--- config.mk ---
export PLATFORM = sky130hd
export DESIGN_NAME = csla_pipe
export DESIGN_NICKNAME = d
export VERILOG_FILES = /design/src/rtl/csla_pkg.sv /design/src/rtl/csla_sel_group.sv /design/src/rtl/csla_pipe.sv
export SDC_FILE = /design/constraint.sdc
export NUM_CORES = 1
export LEC_CHECK = 0
export CAP_MARGIN = 30
export CORE_MARGIN = 8
export CORE_UTILIZATION = 37
export CTS_CLUSTER_DIAMETER = 40
export CTS_CLUSTER_SIZE = 25
export DETAILED_ROUTE_END_ITERATION = 12
export PLACE_DENSITY = 0.67
export SYNTH_ARGS = -nofsm -noshare
export SYNTH_HDL_FRONTEND = slang
export SYNTH_SLANG_ARGS = --single-unit
--- constraint.sdc ---
create_clock -name clk -period 3.2 [get_ports clk]
set_input_delay 0.32 -clock clk [delete_from_list [all_inputs] [get_ports clk]]
set_output_delay 0.32 -clock clk [all_outputs]
set_load 0.02 [all_outputs]
--- src/rtl/csla_pkg.sv ---
// Shared constants, parameter checks and stage-register type for the pipelined
// carry-select adder/subtractor.
package csla_pkg;

  function automatic int ngrp(input int width, input int block);
    return width / block;
  endfunction

  function automatic int gps(input int width, input int block, input int stages);
    return ngrp(width, block) / stages;
  endfunction

  function automatic bit params_ok(input int width, input int block, input int stages);
    if (block < 1 || stages < 1 || width < block) return 1'b0;
    if ((width % block) != 0) return 1'b0;
    return (ngrp(width, block) % stages) == 0;
  endfunction

  // Control half of a stage register; the data half (partial sum, operands)
  // is WIDTH-dependent and lives beside it in the top module.
  typedef struct packed {
    logic valid;
    logic carry;
  } stage_ctl_t;

endpackage

--- src/rtl/csla_sel_group.sv ---
// One carry-select group: ripple adder for cin=0, BEC or second ripple adder for
// cin=1, then a carry-driven mux. SELECT=0 gives a plain ripple adder on cin.
module csla_sel_group #(
  parameter int BLOCK   = 4,
  parameter bit USE_BEC = 1'b1,
  parameter bit SELECT  = 1'b1
) (
  input  logic [BLOCK-1:0] a,
  input  logic [BLOCK-1:0] b,
  input  logic             cin,
  output logic [BLOCK-1:0] sum,
  output logic             cout
);

  function automatic logic [BLOCK:0] ripple(input logic [BLOCK-1:0] x,
                                            input logic [BLOCK-1:0] y,
                                            input logic c);
    logic [BLOCK:0] r;
    logic           cc;
    r  = '0;
    cc = c;
    for (int i = 0; i < BLOCK; i++) begin
      r[i] = x[i] ^ y[i] ^ cc;
      cc   = (x[i] & y[i]) | (cc & (x[i] ^ y[i]));
    end
    r[BLOCK] = cc;
    return r;
  endfunction

  if (!SELECT) begin : g_plain
    assign {cout, sum} = ripple(a, b, cin);
  end else begin : g_sel
    logic [BLOCK:0] r0;
    logic [BLOCK:0] r1;

    assign r0 = ripple(a, b, 1'b0);

    if (USE_BEC) begin : g_bec
      logic [BLOCK-1:0] s1;
      logic             prefix;
      // prefix ends as &sum0, so it doubles as the carry generated by the +1
      always_comb begin
        prefix = 1'b1;
        s1     = '0;
        for (int i = 0; i < BLOCK; i++) begin
          s1[i]  = r0[i] ^ prefix;
          prefix = prefix & r0[i];
        end
      end
      assign r1 = {r0[BLOCK] | prefix, s1};
    end else begin : g_dup
      assign r1 = ripple(a, b, 1'b1);
    end

    assign {cout, sum} = cin ? r1 : r0;
  end

endmodule

--- src/rtl/csla_pipe.sv ---
// Pipelined carry-select adder/subtractor with valid/ready on both sides; each
// register stage resolves GPS groups and hands the running carry to the next.
module csla_pipe
  import csla_pkg::*;
#(
  parameter int WIDTH   = 32,
  parameter int BLOCK   = 4,
  parameter int STAGES  = 2,
  parameter bit USE_BEC = 1'b1
) (
  input  logic             clk,
  input  logic             rst_n,
  input  logic             in_valid,
  output logic             in_ready,
  input  logic [WIDTH-1:0] a,
  input  logic [WIDTH-1:0] b,
  input  logic             cin,
  input  logic             sub,
  output logic             out_valid,
  input  logic             out_ready,
  output logic [WIDTH-1:0] sum,
  output logic             cout,
  output logic             ovf
);

  localparam int G  = gps(WIDTH, BLOCK, STAGES);
  localparam int SW = G * BLOCK;

  if (!params_ok(WIDTH, BLOCK, STAGES)) begin : g_bad_params
    $error("csla_pipe: WIDTH must be a multiple of BLOCK and WIDTH/BLOCK a multiple of STAGES");
  end

  logic [WIDTH-1:0] b_eff;
  logic             cin_eff;

  assign b_eff   = sub ? ~b : b;
  assign cin_eff = sub | cin;

  logic [WIDTH-1:0]  a_pipe    [STAGES];
  logic [WIDTH-1:0]  b_pipe    [STAGES];
  logic [WIDTH-1:0]  psum_pipe [STAGES];
  stage_ctl_t        ctl_pipe  [STAGES];
  logic [STAGES-1:0] adv;

  // A stage may load when it is empty or its contents move on this cycle
  always_comb begin
    adv             = '0;
    adv[STAGES-1]   = out_ready | ~ctl_pipe[STAGES-1].valid;
    for (int k = STAGES - 2; k >= 0; k--) begin
      adv[k] = ~ctl_pipe[k].valid | adv[k+1];
    end
  end

  genvar gi, gj;
  for (gi = 0; gi < STAGES; gi++) begin : g_stage
    logic [WIDTH-1:0] op_a, op_b, psum_in, psum_next;
    logic [WIDTH-1:0] a_reg, b_reg, psum_reg;
    logic [SW-1:0]    grp_sum;
    logic [G:0]       carry;
    logic             valid_in;
    stage_ctl_t       ctl_reg, ctl_next;

    if (gi == 0) begin : g_head
      assign op_a     = a;
      assign op_b     = b_eff;
      assign psum_in  = '0;
      assign carry[0] = cin_eff;
      assign valid_in = in_valid;
    end else begin : g_body
      assign op_a     = a_pipe[gi-1];
      assign op_b     = b_pipe[gi-1];
      assign psum_in  = psum_pipe[gi-1];
      assign carry[0] = ctl_pipe[gi-1].carry;
      assign valid_in = ctl_pipe[gi-1].valid;
    end

    for (gj = 0; gj < G; gj++) begin : g_grp
      localparam int LSB = gi * SW + gj * BLOCK;
      csla_sel_group #(
        .BLOCK  (BLOCK),
        .USE_BEC(USE_BEC),
        .SELECT (!(gi == 0 && gj == 0))
      ) u_grp (
        .a   (op_a[LSB +: BLOCK]),
        .b   (op_b[LSB +: BLOCK]),
        .cin (carry[gj]),
        .sum (grp_sum[gj*BLOCK +: BLOCK]),
        .cout(carry[gj+1])
      );
    end

    always_comb begin
      psum_next                = psum_in;
      psum_next[gi*SW +: SW]   = grp_sum;
      ctl_next.valid           = valid_in;
      ctl_next.carry           = carry[G];
    end

    // Operand bits below this stage's groups are don't-care downstream
    always_ff @(posedge clk or negedge rst_n) begin
      if (!rst_n) begin
        ctl_reg  <= '0;
        a_reg    <= '0;
        b_reg    <= '0;
        psum_reg <= '0;
      end else if (adv[gi]) begin
        ctl_reg  <= ctl_next;
        a_reg    <= op_a;
        b_reg    <= op_b;
        psum_reg <= psum_next;
      end
    end

    assign a_pipe[gi]    = a_reg;
    assign b_pipe[gi]    = b_reg;
    assign psum_pipe[gi] = psum_reg;
    assign ctl_pipe[gi]  = ctl_reg;
  end

  assign in_ready  = adv[0];
  assign out_valid = ctl_pipe[STAGES-1].valid;
  assign sum       = psum_pipe[STAGES-1];
  assign cout      = ctl_pipe[STAGES-1].carry;
  // carry into the MSB is recovered from the MSB operand and sum bits
  assign ovf       = a_pipe[STAGES-1][WIDTH-1] ^ b_pipe[STAGES-1][WIDTH-1]
                   ^ psum_pipe[STAGES-1][WIDTH-1] ^ ctl_pipe[STAGES-1].carry;

endmodule

==> impl_results.md <==
- Outcome: finished, final reports clean
- Post-synth net total: 594
- Min cycle time layout: just over 3 ns
- Inst Count DP: approximately 740
- Hold crit path type: reg -> reg
- Die ar.: between 0.015 and 0.02 sq mm
- Synth top area cells: dfrtp_1 (45%), fa_1 (10%), ha_1 (7.3%)
- Compound-Gate Fraction of Synth Area: 0.0827
- Synth area leader: dfrtp_1
- Hold Fails Final Rpt: 0
- WL final: 11000 um
- Antenna Nets Post-Route: 0
- Post-Place Worst Slack: -0.243 ns
- Clk_lat worst skew: 0.33 ns
- Worst Skew: approximately 0.0057 ns
- Leak pwr: 2.97 nW
- Layout fillers: 1191
- Critical R2R Launch: g_stage[0].a_reg[16]
- Hold Crit Endpoint: sum[12]
- Drt wl/cell: between 10 and 15 um
- R2r worst-path depth: 11
- Crit path kind: in -> reg
- Final GP Congestion: 0.771
- Initial antenna violation count: 0
- Antenna Cells: 0
- Post-synthesis mux area share: 0.0565
- PnR worst setup slack: 0.136 ns
- Post-synth design cell area: between 0.004 and 0.005 sq mm
- Synth cell types: 29
- Core ar.: about 0.013 sq mm
- CTS tree: done
- Pint: 0.00290 W
- Fin cells: 752
- DRT iter0 DRCs: between 150 and 200
- First-pass GRT wire length: 18200 um
- P_sw: roughly 0.0015 W
- Synth top cells by count: dfrtp_1 (86), nand2_1 (80), inv_1 (49), nor2_1 (34), a21oi_1 (33)
- Vias: about 3400
- Critical Path RT: ~3.4 ns
- CP arrival: about 3.3 ns
- Rel. slew slack: 0.577
- Number of flip-flops in the largest register: 32
- Synth Instances: between 400 and 500
- Hpwl dp: between 8000 and 9000 um
- Clock power share: 0.253
- Vias/cell: 4.56
- Synth Area in Adders: 0.176
- Vias in the first global route: 3847
- Flop pwr share: 0.357
- Synthesized-area fraction occupied by xor and xnor cells: 0.0762
- IO Count: roughly 110
- Total congestion overflow: 0
- Comb power frac: 0.390
- Setup violators final: 0
- Die height: roughly 130 um
- Reg clk slew, reported paths: approximately 0.060 ns
- Worst slew pin tran: roughly 0.63 ns
- Period utilization: 0.957
- Max Slew Vio Count: 0
- Worst setup EP type: flop
- Maximum VDD drop: ~0.29 mV
- Maximum clock path buffer count: 2
- Setup TNS: 0 ns
- Critical R2R Capture: sum[30]
- CTS root buffer: clkbuf_16
- Synthesized area per cell: a little over 10 sq um
- Seq cells post-synth: between 80 and 90
- Register area share after synthesis: 0.446
- Maximum fanout along the worst path: 5
- Async S/R FF share, synth: 1.00
- Reg2Reg Setup Slack: 0.16 ns
- Sw Share: 0.339
- Share of layout cells above drive strength 1: 0.0759
- # Post-CTS Setup Buffers: 0
- Clock sinks: 86
- EDFF count, synth: 0
- Share of the synthesized area in the top cell type: 0.446
- DRC: 0
- Area growth syn-to-layout: 32.9%
- Nets: ~700
- Total track usage: 0.136
- Largest net degree at the start of global routing: 90
- PwrDens: approximately 700 mW/mm^2
- Worst hold stages: 2
- TritonCTS buffer count: 9
- Starting Density: 0.381
- Cell Rows: between 40 and 50
- Main combinational cell family by area after synthesis: adder cells
- CP Launch Type: input port
- Port Buffers: 105
- Hold Crit Start: sum[12]
- Die W: approximately 130 um
- Fmax achieved: between 0.3 and 0.4 GHz
- Synth Area in Simple Gates: 0.101
- H-tree Lvls: 3
- Synth warn: 0
- Post-synth top flop: dfrtp_1
- Number of max-cap violations: 0
- DRT Pass-1 Iters: 4
- Most frequent cell after synthesis: dfrtp_1
## layout by cell type (no fill, tap or decap), types with 2 or more instances in the layout
| cell type | count |
|---|---|
| dfrtp_1 | 86 |
| nand2_1 | 80 |
| xor2_1 | 21 |
| clkinvlp_4 | 2 |
| buf_12 | 2 |
| clkdlybuf4s50_1 | 103 |
| a31oi_1 | 2 |
| nor2_1 | 34 |
| mux2_2 | 10 |
| mux2i_1 | 16 |
| nand2b_1 | 4 |
| ha_1 | 28 |
| clkbuf_1 | 2 |
| fa_1 | 25 |
| xnor2_1 | 21 |
| o21ai_0 | 25 |
| bufinv_16 | 2 |
| a21oi_1 | 33 |
| clkbuf_16 | 9 |
| inv_1 | 49 |
| o21ai_1 | 5 |
| buf_4 | 9 |
## metrics by stage
step	util	area [sq um]	hold slack, ns	power (W)
3_5_place_dp	0.480	6080	0.349	0.00332
3_3_place_gp	0.479	6060	0.452	0.00325
4_1_cts	0.506	6410	0.471	0.00445
6_report	0.506	6420	0.464	0.00439
2_1_floorplan	-	4830	0.0244	0.00257
5_1_grt	0.506	6420	0.502	0.00470
## layer usage
layer  track usage  wire, um  vias to the layer above
met4        0.0546       215                        0
met2         0.247      5780                       57
met3        0.0245       449                       13
li1              -         -                     1697
met1         0.154      4610                     1663
met5             0         0                        -
## critical path, stage by stage
cell             delay, ns
clkdlybuf4s50_1       0.42
xor2_1                0.16
ha_1                  0.23
fa_1                  0.43
fa_1                  0.39
inv_1                 0.08
fa_1                  0.41
inv_1                 0.08
ha_1                  0.17
nand3b_1              0.14
nand3_4               0.14
mux2i_1               0.20
a21oi_1               0.09
## what timing repair did
item                                   in CTS  in global routing
endpoints found under the hold margin      13                  0
hold buffers                                1                  0
resized for setup                           0                  1
setup endpoints to repair                   0                  3
## worst max-delay path by stage
| stage | slack, ns | start | end | cells past startpoint |
|---|---|---|---|---|
| 6_report | 0.14 | b[8] | g_stage[0].psum_reg[14] | 13 |
| 5_1_grt | -0.007 | b[8] | g_stage[0].psum_reg[13] | 13 |
| 4_1_cts | 0.12 | b[8] | g_stage[0].psum_reg[14] | 13 |
| 3_5_place_dp | -0.24 | b[8] | g_stage[0].psum_reg[14] | 13 |
| 3_3_place_gp | -0.14 | b[4] | g_stage[0].psum_reg[9] | 13 |
| 2_1_floorplan | 0.01 | sub | g_stage[0].psum_reg[10] | 14 |
## layout make-up
type	instances	area, sq um	area share
inverters	49	184	0.0287
multi-input cells	313	2400	0.373
flip-flops and latches	86	2150	0.335
well taps	172	215	0.0335
repair buffers	116	1150	0.180
clock inverters	5	83.8	0.0131
clock buffers	11	233	0.0363
## cell families (layout without fill, tap and decap cells)
family | after synthesis | after routing
adder cells (fa/ha/maj) | 53 | 53
buffers and inverters | 72 | 181
XOR/XNOR | 42 | 42
flip-flops | 86 | 86
multiplexers | 26 | 26
AND/OR/NAND/NOR | 122 | 122
AO/OA/AOI/OAI | 70 | 70
## power groups by stage
stage	clock [W]	combinational [W]	sequential, W
3_5_place_dp	0	0.00173	0.00159
5_1_grt	0.00118	0.00191	0.00161
4_1_cts	0.00114	0.00174	0.00157
6_report	0.00111	0.00171	0.00156
2_1_floorplan	0	0.000819	0.00175
3_3_place_gp	0	0.00167	0.00158
Power figures use the tool's default switching activity.
